==> config.mk <==
export PLATFORM = sky130hd
export DESIGN_NAME = warp_issue_unit
export DESIGN_NICKNAME = d
export VERILOG_FILES = /design/src/rtl/gpgpu_issue_pkg.sv /design/src/rtl/rr_arbiter.sv /design/src/rtl/warp_issue_unit.sv
export SDC_FILE = /design/constraint.sdc
export NUM_CORES = 1
export LEC_CHECK = 0
export BUFFER_PORTS_ARGS = -buffer_cell sky130_fd_sc_hd__buf_4
export CAP_MARGIN = 20
export CORE_AREA = 8 8 193 195
export CTS_CLUSTER_SIZE = 14
export DETAILED_ROUTE_END_ITERATION = 16
export DIE_AREA = 0 0 201 203
export PLACE_DENSITY = 0.46
export SYNTH_ARGS = -nofsm -noshare
export SYNTH_HDL_FRONTEND = slang
export SYNTH_SLANG_ARGS = --single-unit
==> constraint.sdc <==
create_clock -name clk -period 9.4 [get_ports clk]
set_clock_uncertainty 0.2 [all_clocks]
set_input_delay 0.94 -clock clk [delete_from_list [all_inputs] [get_ports clk]]
set_output_delay 0.94 -clock clk [all_outputs]
set_load 0.005 [all_outputs]
==> src/rtl/gpgpu_issue_pkg.sv <==
// Shared sizes, bundle field layout and helpers for the warp issue stage.
package gpgpu_issue_pkg;

  localparam int NUM_WARPS = 8;
  localparam int WID_W     = 3;
  localparam int INST_W    = 53;

  // Bundle field LSB offsets and widths (bit 0 is the LSB of Active_Mask).
  localparam int ACTIVE_MASK_LSB = 0;
  localparam int ACTIVE_MASK_W   = 8;
  localparam int BLT_LSB         = 8;
  localparam int BEQ_LSB         = 9;
  localparam int IMME_VALID_LSB  = 10;
  localparam int SHARE_GB_LSB    = 11;
  localparam int ALU_OPCODE_LSB  = 12;
  localparam int ALU_OPCODE_W    = 4;
  localparam int MEM_READ_LSB    = 16;
  localparam int MEM_WRITE_LSB   = 17;
  localparam int REG_WRITE_LSB   = 18;
  localparam int IMME_ADDR_LSB   = 19;
  localparam int IMME_ADDR_W     = 16;
  localparam int DST_LSB         = 35;
  localparam int SRC2_LSB        = 41;
  localparam int SRC1_LSB        = 47;
  localparam int REG_ADDR_W      = 6;

  function automatic logic is_branch(input logic [INST_W-1:0] bundle);
    return bundle[BEQ_LSB] | bundle[BLT_LSB];
  endfunction

endpackage

==> src/rtl/rr_arbiter.sv <==
// Combinational round-robin arbiter: priority starts at ptr and wraps upward.
module rr_arbiter #(
  parameter int N = 8,
  localparam int PTR_W = (N > 1) ? $clog2(N) : 1
) (
  input  logic [N-1:0]     req,
  input  logic [PTR_W-1:0] ptr,
  output logic [N-1:0]     gnt
);

  always_comb begin
    int  idx;
    logic found;
    gnt   = '0;
    found = 1'b0;
    idx   = 0;
    for (int i = 0; i < N; i++) begin
      idx = int'(ptr) + i;
      if (idx >= N) idx = idx - N;
      if (!found && req[idx]) begin
        gnt[idx] = 1'b1;
        found    = 1'b1;
      end
    end
  end

endmodule

==> src/rtl/warp_issue_unit.sv <==
// Issue stage: round-robin pick of a ready warp, one-entry output register,
// and per-warp blocking after a branch until the branch unit resolves it.
module warp_issue_unit
  import gpgpu_issue_pkg::*;
(
  input  logic                        clk,
  input  logic                        rst_n,
  input  logic [NUM_WARPS-1:0]        IB_Ready_Issue_IU,
  input  logic [NUM_WARPS*INST_W-1:0] IB_Inst_In,
  output logic [NUM_WARPS-1:0]        IU_Grant,
  input  logic                        OC_Ready,
  input  logic                        Br_Resolve_Valid,
  input  logic [WID_W-1:0]            Br_Resolve_Warp_ID,
  output logic                        Issue_Valid_OC,
  output logic [WID_W-1:0]            Issue_Warp_ID_OC,
  output logic [INST_W-1:0]           Issue_Inst_OC,
  output logic [NUM_WARPS-1:0]        Branch_Pending
);

  // Handshake toward the operand collector: the held bundle transfers on any
  // cycle with Issue_Valid_OC & OC_Ready; while valid and not ready, all
  // Issue_*_OC fields stay frozen and no new grant is given.

  logic [NUM_WARPS-1:0] eligible;
  logic [NUM_WARPS-1:0] arb_req;
  logic [NUM_WARPS-1:0] gnt;
  logic [NUM_WARPS-1:0] branch_pending_q;
  logic [NUM_WARPS-1:0] branch_pending_d;
  logic                 can_load;
  logic                 grant_any;
  logic [WID_W-1:0]     rr_ptr;
  logic [WID_W-1:0]     grant_id;
  logic [INST_W-1:0]    inst_arr [NUM_WARPS];
  logic [INST_W-1:0]    grant_inst;

  for (genvar w = 0; w < NUM_WARPS; w++) begin : g_slice
    assign inst_arr[w] = IB_Inst_In[w*INST_W +: INST_W];
  end

  assign eligible  = IB_Ready_Issue_IU & ~branch_pending_q;
  assign can_load  = !Issue_Valid_OC || OC_Ready;
  // Gating with rst_n keeps buffers from popping while the stage is held in reset.
  assign arb_req   = (can_load && rst_n) ? eligible : '0;
  assign grant_any = |gnt;
  assign IU_Grant  = gnt;
  assign Branch_Pending = branch_pending_q;

  rr_arbiter #(.N(NUM_WARPS)) u_arb (
    .req (arb_req),
    .ptr (rr_ptr),
    .gnt (gnt)
  );

  always_comb begin
    grant_id = '0;
    for (int i = 0; i < NUM_WARPS; i++) begin
      if (gnt[i]) grant_id = WID_W'(i);
    end
  end

  assign grant_inst = inst_arr[grant_id];

  // Resolve is applied after the set so it wins a forced same-warp conflict.
  always_comb begin
    branch_pending_d = branch_pending_q;
    if (grant_any && is_branch(grant_inst)) branch_pending_d[grant_id] = 1'b1;
    if (Br_Resolve_Valid) branch_pending_d[Br_Resolve_Warp_ID] = 1'b0;
  end

  always_ff @(posedge clk or negedge rst_n) begin
    if (!rst_n) begin
      rr_ptr           <= '0;
      branch_pending_q <= '0;
      Issue_Valid_OC   <= 1'b0;
      Issue_Warp_ID_OC <= '0;
      Issue_Inst_OC    <= '0;
    end else begin
      branch_pending_q <= branch_pending_d;
      if (grant_any) begin
        rr_ptr           <= (grant_id == WID_W'(NUM_WARPS-1)) ? '0 : grant_id + 1'b1;
        Issue_Valid_OC   <= 1'b1;
        Issue_Warp_ID_OC <= grant_id;
        Issue_Inst_OC    <= grant_inst;
      end else if (OC_Ready) begin
        Issue_Valid_OC   <= 1'b0;
      end
    end
  end

endmodule

==> results.md <==
- WL met2: ~23000 um
- Largest net degree at the start of global routing: slightly above 60
- Worst Tran Pin Value: 1.03 ns
- Dpl hpwl: 35800 um
- CTS Buf Count: 9
- Syn Area/Cell: 9.44 um2
- Area delta synth->final: 62.1%
- Post-DR vias/cell: around 5.2
- R2R Setup Slk: approximately 2.4 ns
- Startpoint types: flip-flop
- Crit Path Category: reg -> reg
- Final Hold Fails: 0
- Die height: 203 um
- Slew margin rel.: 0.309
- Final Max Tran Viols: 0
- Max cap viols: 0
- Commonest non-fill, non-tap cell in the layout: buf_4
- Setup TNS: 0 ns
- Die width: around 200 um
- Ys async rst share: 1.00
- Drt first-iter violations: about 800
- #FFs+latches synth: between 60 and 70
- Worst EP required: 9.44 ns
- Final setup vio count: 0
- Routed WL per cell: 25.8 um
- CP max FO: 29
- CP Data Arrival Time: 7.05 ns
- YS warnings: 0
- Share of cells above drive strength 1: 0.503
- Global route total overflow: 0
- Sequential area share after synthesis: 0.239
- H-tree depth: 3
- Top FF cell, synth: dfrtp_1
- FP Rows: 68
- Met3 WL: around 2800 um
- Met1 Wirelength: about 17000 um
- Die footprint: around 41000 um2
- # IOs: between 500 and 600
- Post-route ant nets: 0
- Core box area: approximately 34000 um2
- Most frequent cells in the layout: buf_4, nand2_1, nor2_1
- Final Critical Period: ~7.0 ns
- CTS max path bufs: 2
- Setup bufs post-CTS: 0
- # DRC: 0
- Setup crit end kind: flip-flop
- Post-synthesis net count: approximately 1.2k
- Highest Clock Rate: 143 MHz
- IO Port Bufs: approximately 510
- Number of enable flip-flop cells after synthesis: 0
- CTS tree: built
- ANT cells: 0
- Clk sink count: between 60 and 70
- Vias in the first global route: around 9k
- Syn Inst Count: ~750
- Final Wtd Congestion: 0.843
- Tcrit/Tclk final: 0.745
- Status: complete, no violations
- Clock transition at path regs: 0.06 ns
- TritonRoute pass-1 iters: 9
- Via count: a little under 9k
- Initial antenna violation count: 3
- Final #Nets: about 1.7k
- Area of the mapped netlist: 7120 um2
- GR Util All Layers: 0.199
- Post-Route WL: 43300 um
- Max Used Layer: met5
- Yosys cell types: 81
- RSZ-0062 raised after global routing: false
- Clk_lat worst skew: 0.33 ns
- CTS Hold Bufs: 0
- Starting density of the core: 0.209
- Post-CTS resize count: 0
- Min-delay worst type: reg -> reg
- First-pass GRT wire length: a little over 60000 um
- Clk Tree Root Cell: clkbuf_16
==> cell type report <==
| class | instances | area, um2 |
|---|---|---|
| clock buffers | 9 | 225 |
| clock inverters | 7 | 73.8 |
| fillers | 3610 | 22600 |
| inverters | 17 | 63.8 |
| multi-input cells | 600 | 4980 |
| flip-flops and latches | 68 | 1700 |
| well taps | 455 | 569 |
| repair buffers | 523 | 3930 |
==> metrics by stage <==
| stage | hold WS [ns] | area, um2 | util | instances | worst slack (ns) |
|---|---|---|---|---|---|
| after detailed placement | 0.267 | 11200 | 0.329 | 1662 | 2.31 |
| after floorplan | 0.274 | 7120 | - | 754 | 4.68 |
| after CTS | 0.282 | 11500 | 0.338 | 1678 | 2.26 |
| final | 0.278 | 11500 | 0.338 | 1679 | 2.39 |
| after global placement | 0.263 | 11200 | 0.329 | 1662 | 2.35 |
| after global routing | 0.293 | 11500 | 0.338 | 1679 | 1.98 |
==> state kept, by name, indices dropped and copies added, names as in the netlist <==
| register | cells |
|---|---|
| Branch_Pending | 8 |
| Issue_Inst_OC | 53 |
| Issue_Valid_OC | 1 |
| Issue_Warp_ID_OC | 3 |
| rr_ptr | 3 |
==> worst paths after layout <==
path,startpoint,end,cells after the start
max,rr_ptr[0],Issue_Inst_OC[41],16
min,Issue_Warp_ID_OC[1],Issue_Warp_ID_OC[1],1
max reg2reg,rr_ptr[0],Issue_Inst_OC[41],16
min reg2reg,Issue_Warp_ID_OC[1],Issue_Warp_ID_OC[1],1
max in group asynchronous,rst_n,Issue_Inst_OC[10],2
min in group asynchronous,rst_n,Issue_Inst_OC[38],1
==> Yosys cell counts, drive strengths merged, types with 4 or more instances <==
cell,instances,area (um2)
a222oi,51,510
clkbuf,30,113
o211ai,10,98.8
nor2b,9,56.3
ha,10,125
buf,39,282
nand4,9,62.6
a21oi,14,70.1
nand3,22,110
inv,16,60.1
nand2b,11,68.8
nor2,75,305
or3,9,56.3
a21o,7,52.6
o21ai,19,95.1
a2111oi,4,72.6
a32oi,5,43.8
a31oi,56,357
nor3,12,70.1
mux4,51,1150
dfrtp,68,1700
mux2,52,586
and3,4,30.0
nor4,18,119
nand2,86,323
a211oi,9,92.6
==> logic make-up after synthesis <==
kind of cell,Yosys count,synth area share
AOI/OAI and AO/OA,212,0.242
xor gates and xnor gates,4,0.00492
adders and majority gates,10,0.0176
buffers and inverters,86,0.0643
DFF,68,0.239
muxes,106,0.248
and+or+nand+nor,268,0.183
==> worst max-delay path, cell delays in order, from the launching register on <==
cell,delay [ns]
dfrtp_1,0.32
buf_4,0.30
clkinv_1,0.36
ha_1,1.01
inv_1,0.31
nand4_1,0.17
o211ai_2,0.27
and2_1,0.37
nand4_2,0.22
o22ai_1,0.17
a211oi_4,0.52
inv_2,0.21
or3_2,0.85
nor2_4,0.75
buf_4,0.45
a222oi_1,0.15
a31oi_1,0.22
==> metal layers <==
metal | track usage | vias to the layer above
met5 | 0 | -
met4 | 0.0321 | 6
met3 | 0.0416 | 31
met2 | 0.369 | 379
met1 | 0.237 | 4273
li1 | - | 3966
Power is left out: the tool's default activity adds up to more than one toggle a clock period on the data nets, which glitch-free logic cannot reach.
